`config.mk`:
```
export PLATFORM = sky130hd
export DESIGN_NAME = fetch_stage
export DESIGN_NICKNAME = d
export VERILOG_FILES = /design/src/rtl/cpu_pkg.sv /design/src/rtl/if_id_buffer.sv /design/src/rtl/fetch_stage.sv
export SDC_FILE = /design/constraint.sdc
export NUM_CORES = 1
export LEC_CHECK = 0
export ABC_CLOCK_PERIOD_IN_PS = 3600
export CAP_MARGIN = 20
export CORE_MARGIN = 10
export CORE_UTILIZATION = 46
export CTS_CLUSTER_SIZE = 10
export DETAILED_ROUTE_END_ITERATION = 10
export PLACE_DENSITY = 0.95
export SYNTH_ARGS = -nofsm -noshare
export SYNTH_HDL_FRONTEND = slang
export SYNTH_SLANG_ARGS = --single-unit
```
`constraint.sdc`:
```
create_clock -name clock -period 3.6 [get_ports clock]
set_input_delay 0.54 -clock clock [delete_from_list [all_inputs] [get_ports clock]]
set_output_delay 0.54 -clock clock [all_outputs]
set_load 0.02 [all_outputs]
```
`src/rtl/cpu_pkg.sv`:
```
// Shared CPU definitions: default widths, reset PC, NOP encoding, next-PC selects
// and the fetch control states.
package cpu_pkg;

  localparam int unsigned DEF_ADDR_W  = 16;
  localparam int unsigned DEF_INSTR_W = 16;

  localparam logic [15:0] DEF_RESET_PC = 16'h0000;
  localparam logic [15:0] NOP          = 16'h0000;

  typedef enum logic [1:0] {
    PC_SEQ    = 2'b00,
    PC_BRANCH = 2'b01,
    PC_JUMP   = 2'b10,
    PC_RSVD   = 2'b11
  } pc_sel_e;

  typedef enum logic {
    ST_RUN    = 1'b0,
    ST_HALTED = 1'b1
  } fetch_state_e;

endpackage

```
`src/rtl/if_id_buffer.sv`:
```
// IF/ID pipeline register: instruction, next address and valid flag.
// Flush wins over hold; a flushed slot holds NOP with valid low.
module if_id_buffer
  import cpu_pkg::*;
#(
  parameter int unsigned ADDR_W  = DEF_ADDR_W,
  parameter int unsigned INSTR_W = DEF_INSTR_W
) (
  input  logic               i_clk,
  input  logic               i_rst,
  input  logic               i_hold,
  input  logic               i_flush,
  input  logic [INSTR_W-1:0] i_instr,
  input  logic [ADDR_W-1:0]  i_next_addr,
  output logic [INSTR_W-1:0] o_instr,
  output logic [ADDR_W-1:0]  o_next_addr,
  output logic               o_valid
);

  logic [INSTR_W-1:0] r_instr;
  logic [ADDR_W-1:0]  r_next_addr;
  logic               r_valid;

  always_ff @(posedge i_clk or posedge i_rst) begin
    if (i_rst) begin
      r_instr     <= INSTR_W'(NOP);
      r_next_addr <= '0;
      r_valid     <= 1'b0;
    end else if (i_flush) begin
      r_instr     <= INSTR_W'(NOP);
      r_next_addr <= '0;
      r_valid     <= 1'b0;
    end else if (!i_hold) begin
      r_instr     <= i_instr;
      r_next_addr <= i_next_addr;
      r_valid     <= 1'b1;
    end
  end

  assign o_instr     = r_instr;
  assign o_next_addr = r_next_addr;
  assign o_valid     = r_valid;

endmodule

```
`src/rtl/fetch_stage.sv`:
```
// Instruction fetch stage: PC register, next-PC selection, halt control and IF/ID buffer.
// Optional perf counters (cycle_count, stall_count) when FETCH_PERF_COUNTERS_EN is defined.
module fetch_stage
  import cpu_pkg::*;
#(
  parameter int unsigned        ADDR_W   = DEF_ADDR_W,
  parameter int unsigned        INSTR_W  = DEF_INSTR_W,
  parameter logic [ADDR_W-1:0]  RESET_PC = ADDR_W'(DEF_RESET_PC)
) (
  input  logic               clock,
  input  logic               reset,
  output logic [ADDR_W-1:0]  imem_addr,
  input  logic [INSTR_W-1:0] imem_data,
  input  logic               hold,
  input  logic               flush,
  input  logic [1:0]         pc_sel,
  input  logic [ADDR_W-1:0]  branch_target,
  input  logic [ADDR_W-1:0]  jump_target,
  input  logic               halt,
  output logic [INSTR_W-1:0] id_instruction,
  output logic [ADDR_W-1:0]  id_pc_next_address,
  output logic               id_valid,
  output logic               halted
`ifdef FETCH_PERF_COUNTERS_EN
  ,
  output logic [31:0]        cycle_count,
  output logic [31:0]        stall_count
`endif
);

  logic [ADDR_W-1:0] r_pc;
  fetch_state_e      r_state;

  pc_sel_e           w_sel;
  logic              w_redirect;
  logic              w_running;
  logic [ADDR_W-1:0] w_target;
  logic [ADDR_W-1:0] w_pc_plus2;
  logic              w_buf_flush;
  logic              w_buf_hold;

  assign w_sel      = pc_sel_e'(pc_sel);
  assign w_redirect = (w_sel == PC_BRANCH) || (w_sel == PC_JUMP);
  assign w_running  = (r_state == ST_RUN);
  assign w_target   = ((w_sel == PC_BRANCH) ? branch_target : jump_target) & ~ADDR_W'(1);
  assign w_pc_plus2 = r_pc + ADDR_W'(2);

  // A halt request beats a redirect on its edge: PC freezes and the slot is squashed.
  always_ff @(posedge clock or posedge reset) begin
    if (reset) begin
      r_pc    <= RESET_PC;
      r_state <= ST_RUN;
    end else begin
      case (r_state)
        ST_RUN: begin
          if (halt)            r_state <= ST_HALTED;
          else if (w_redirect) r_pc    <= w_target;
          else if (!hold)      r_pc    <= w_pc_plus2;
        end
        default: r_state <= ST_HALTED;
      endcase
    end
  end

  assign w_buf_flush = w_running && (halt || w_redirect || flush);
  assign w_buf_hold  = !w_running || hold;

  if_id_buffer #(
    .ADDR_W  (ADDR_W),
    .INSTR_W (INSTR_W)
  ) u_if_id (
    .i_clk       (clock),
    .i_rst       (reset),
    .i_hold      (w_buf_hold),
    .i_flush     (w_buf_flush),
    .i_instr     (imem_data),
    .i_next_addr (w_pc_plus2),
    .o_instr     (id_instruction),
    .o_next_addr (id_pc_next_address),
    .o_valid     (id_valid)
  );

  assign imem_addr = r_pc;
  assign halted    = (r_state == ST_HALTED);

`ifdef FETCH_PERF_COUNTERS_EN
  logic [31:0] r_cycle_count;
  logic [31:0] r_stall_count;

  always_ff @(posedge clock or posedge reset) begin
    if (reset) begin
      r_cycle_count <= '0;
      r_stall_count <= '0;
    end else if (w_running) begin
      if (r_cycle_count != '1)         r_cycle_count <= r_cycle_count + 32'd1;
      if (hold && r_stall_count != '1) r_stall_count <= r_stall_count + 32'd1;
    end
  end

  assign cycle_count = r_cycle_count;
  assign stall_count = r_stall_count;
`endif

endmodule

```
Word-level counts from Yosys, hierarchy flattened
Cells that the tools add are included.
Widths: inputs -> output; s select.
{"block": "word_totals", "regBits": 50, "wordCells": 29}
{"block": "op_classes", "addsub": 1, "n_eq_ne": 4, "mux": 11, "n_bitwise": 2, "n_reduce_logical": 6}
{"op": "$mux 16", "n": 7}
{"op": "$add 16x2->16 const B", "n": 1}
{"op": "$logic_or 1x1->1", "n": 4}
{"op": "$mux 1", "n": 4}
{"op": "$reduce_and 3->1", "n": 1}
{"op": "$eq 2x1->1 const B", "n": 1}
{"op": "$eq 2x2->1 const B", "n": 1}
{"op": "$ne 2x1->1 const B", "n": 1}
{"op": "$ne 2x2->1 const B", "n": 1}
{"op": "$not 1->1", "n": 2}
{"op": "$logic_and 1x1->1", "n": 1}

Logic depth before layout (Yosys ltp)
{"block": "logic_depth", "word_depth": 6, "depth_mapped": 8, "mapped_depth_nobuf": 6}

Cells and area by module
A second synthesis with hierarchy kept.
{"block": "unflattened", "hier_cells": 269, "hier_area_um2": 2751.4}
{"module": "fetch_stage", "n_inst": 1, "cells_each": 161, "area_per_inst_um2": 1383.8, "seq_area_each_um2": 400.4}
{"module": "if_id_buffer", "n_inst": 1, "cells_each": 108, "area_per_inst_um2": 1367.6, "seq_area_each_um2": 825.8}

Least setup slack after synthesis
OpenSTA, ideal clock, no wires.
{"block": "synth_path", "path_kind": "input to register", "start": "input pc_sel[1]", "end": "register r_pc[14] (netlist: imem_addr[14])", "setup_ns": 0.137, "arrival_ns": 1.986, "required_time_ns": 3.463, "slack_ns": 1.477, "cell_stages": 7, "cell_sequence": "inv_1 ha_1 a211o_1 buf_2 or4_1 nor3_1 nor3_1"}
{"block": "synth_between", "elab_chain_cells": 4, "elab_cells_between_ends": 7}
{"item": "start, declared", "line_no": "fetch_stage.sv:16", "source": "input logic [1:0] pc_sel,"}
{"item": "$eq 2x1->1 or $eq 2x2->1 (tied branches)", "line_no": "fetch_stage.sv:43, fetch_stage.sv:45"}
{"item": "$logic_or 1x1->1", "line_no": "fetch_stage.sv:43", "source": "assign w_redirect = (w_sel == PC_BRANCH) || (w_sel == PC_JUMP);"}
{"item": "$ne 2x1->1 (no line)"}
{"item": "$reduce_and 3->1 (no line)"}
{"item": "end signal, assigned", "line_no": "fetch_stage.sv:57", "source": "else if (w_redirect) r_pc <= w_target;"}
{"item": "end signal, assigned", "line_no": "fetch_stage.sv:58", "source": "else if (!hold) r_pc <= w_pc_plus2;"}
{"item": "end, declared", "line_no": "fetch_stage.sv:31", "source": "logic [ADDR_W-1:0] r_pc;"}
Parallel ways exist; a longest one is shown, timed or not.
A chain may end at the register's enable or synchronous reset.

Final worst setup path
Same ends and word-level chain as after synthesis.

==> impl_metrics.csv <==
group,metric,value,unit
clocking,cts_resized,0,
floorplanning,die_w,94.4,um
clocking,clk_pin_slew,0.09,ns
routing,wl,7440,um
global_route,grt_pass1_vias,2297,
timing,finClkSkew,0.00508,ns
yosys,netlist_area,0.00254,sq mm
timing,hold_viol,0,
routing,dr_total_vias,2284,
floorplanning,core_area,0.00544,sq mm
final_layout,final_common_cell,"clkdlybuf4s50_1",
yosys,synthXorXnorAreaFrac,4.48,%
timing,slew_viol_final,0,
yosys,synth_ff_type,"dfrtp_1",
place,dp_cells,400,
yosys,synth-simple-area-share,15.2,%
setup_path,cp_max_fo,18,
global_route,antenna_found_initial,0,
yosys,synth_warnings,0,
setup_path,cp-end-kind,"flop",
yosys,synth_top_family_by_area,"compound AO/OA/AOI/OAI gates",
clocking,clock_latency,0.30,ns
setup_path,required,3.77,ns
global_route,grtUsageTotal,16.7,%
place,hpwl,5580,um
routing,routed_via_density,5.58,
timing,setup_tns,0,ns
floorplanning,rows,27,
clocking,postCtsSetupBuffers,0,
final_layout,layout_common_cells,"clkdlybuf4s50_1 (101), dfrtp_1 (49), nand2_1 (25), a22o_1 (20), o21ai_0 (15)",
final_layout,fin_util,68.5,%
timing,fin_ws,1.08,ns
timing,post-route-period-util,69.9,%
floorplanning,die_area,0.00890,sq mm
routing,wl_per_cell,18.2,um
final_layout,final_cells,409,
timing,max_slew_margin,43.0,%
final_layout,drive_above_1_share,9.50,%
routing,ant_nets,0,
yosys,synthAdderAreaFrac,0.984,%
power_and_ir_drop,power_leakage,0.00150,uW
timing,worst_pin_slew,0.855,ns
clocking,cts_hold_buf,0,
place,dp_slack,0.770,ns
timing,rsz0062_at_grt,"no",
routing,drt_iter0_markers,197,
yosys,synth_compound_area_share,21.4,%
power_and_ir_drop,powerDensity,365,mW/mm^2
clocking,htree_levels,2,
timing,min_period,2.52,ns
final_layout,n_antenna_cell,0,
yosys,synthArstFlopShare,100,%
yosys,syn_area_per_cell,10.5,sq um
setup_path,rrSetupSlack,1.54,ns
setup_path,worstSetupStartpointType,"input pin",
final_layout,nets,393,
yosys,synth_cells,242,
routing,firstDrtPassIters,4,
yosys,yosysSeqAreaShare,48.2,%
final_layout,area_delta_synth_final,46.5,%
clocking,cts_tree,"built",
global_route,grt_start_max_net_pins,50,
clocking,cts-root-buf,"clkbuf_8",
global_route,grt_pass1_wl,11900,um
timing,setup_viol,0,
yosys,synth.area.mux_share,5.31,%
yosys,synth_edf_count,0,
routing,drcViolationCount,0,
outcome,run_status,"finished, final reports clean",
setup_path,critical_path_arrival,2.69,ns
clocking,cts_sinks,49,
yosys,ys_seq_elements,49,
flow_run,cap_violations,0,
power_and_ir_drop,vdd.ir_drop.worst,0.225,mV
floorplanning,ios,105,
yosys,yosys.cell_types.count,54,
yosys,synth.net_count,299,
clocking,cts_buffers,5,
clocking,clockBufferDepth,2,
place,place.gp.congestion,0.791,
setup_path,critical_path_class,"in2reg",
global_route,grt-ovfl-total,0,
timing,clock.fmax,397,MHz
floorplanning,initial_utilization,46.8,%
place,portBuffers,101,
floorplanning,die_h,94.4,um
worst_hold_path,holdCritPathClass,"in2async",
[sequential cells by signal, summed over array words and instances (netlist names)]
signal	count
u_if_id.o_instr	16
imem_addr	15
halted	1
u_if_id.o_valid	1
u_if_id.o_next_addr	16
[worst max-delay path: stages]
cell	delay, ns
clkdlybuf4s50_1	0.45
inv_1	0.04
ha_1	0.30
a211o_1	0.51
or4_1	0.59
nor3_1	0.17
nor3_1	0.08
[cell usage after synthesis, types with 2 or more instances]
library cell	number	area share [%]
clkbuf_1	9	1.3
o22a_1	3	1.0
xor2_1	5	1.7
a21o_1	2	0.59
and2_1	2	0.49
xnor2_1	8	2.8
buf_2	6	1.2
nand4_1	2	0.49
o22ai_1	4	0.98
a22o_1	20	6.9
o21ai_0	15	3.0
o21ai_1	5	0.98
a21oi_2	2	0.69
a2bb2oi_1	3	1.0
a2111oi_0	2	0.69
nand2_1	25	3.7
mux2_2	4	1.8
a211oi_1	4	1.2
ha_1	2	0.98
nor2_1	5	0.74
dfrtp_1	49	48
nor4_2	2	0.98
nor3_1	3	0.59
a21oi_1	10	2.0
mux2i_1	9	3.5
nor2b_1	3	0.74
or4_4	2	0.89
inv_1	6	0.89
nand3_1	5	0.98
[cell type report]
class,instances,area [sq um]
Fill cell,425,1710
Inverter,6,22.5
Sequential cell,49,1230
Multi-Input combinational cell,169,1210
Clock inverter,2,37.5
Tap cell,72,90.1
Clock buffer,6,82.6
Timing Repair Buffer,105,1050
[power by group]
part	switching (uW)	internal, uW	total, uW
registers	55.1	583	638
logic	148	163	311
clock network	186	226	412
total	389	972	1360
[per-stage QoR]
stage	instance area (sq um)	total power (uW)	hold WS (ns)
CTS	3710	1370	0.488
floorplan	2540	795	0.590
finish	3730	1360	0.413
global placement	3590	945	0.463
detailed placement	3590	955	0.467
global route	3730	1420	0.434
[metal layers]
metal | vias up | part of all wire [%] | GRT usage [%]
met2 | 85 | 50 | 27.6
met1 | 1117 | 41 | 20.5
li1 | 1074 | - | -
met4 | 0 | 1.4 | 4.94
met5 | - | 0 | 0
met3 | 8 | 7.5 | 4.84
[worst paths after layout]
path,cells after the start,startpoint,to
max,7,pc_sel[1],imem_addr[14]$_DFFE_PP0P_
min,2,reset,u_if_id.o_valid$_DFFE_PP0P_
max reg2reg,5,imem_addr[1]$_DFFE_PP0P_,u_if_id.o_next_addr[13]$_DFFE_PP0P_
min reg2reg,2,u_if_id.o_valid$_DFFE_PP0P_,u_if_id.o_valid$_DFFE_PP0P_
max in group asynchronous,3,reset,u_if_id.o_next_addr[2]$_DFFE_PP0P_
min in group clock,2,u_if_id.o_valid$_DFFE_PP0P_,u_if_id.o_valid$_DFFE_PP0P_
[logic make-up (layout without fill, tap and decap cells)]
kind of cell | after synthesis | in the layout
AO/OA/AOI/OAI | 77 | 77
AND/OR/NAND/NOR | 63 | 63
flip-flops | 49 | 49
buffers and inverters | 24 | 119
XOR/XNOR | 13 | 13
multiplexers | 13 | 13
adder cells (fa/ha/maj) | 2 | 2
other | 1 | 1
Note: power is estimated with default switching activity, not from simulation.
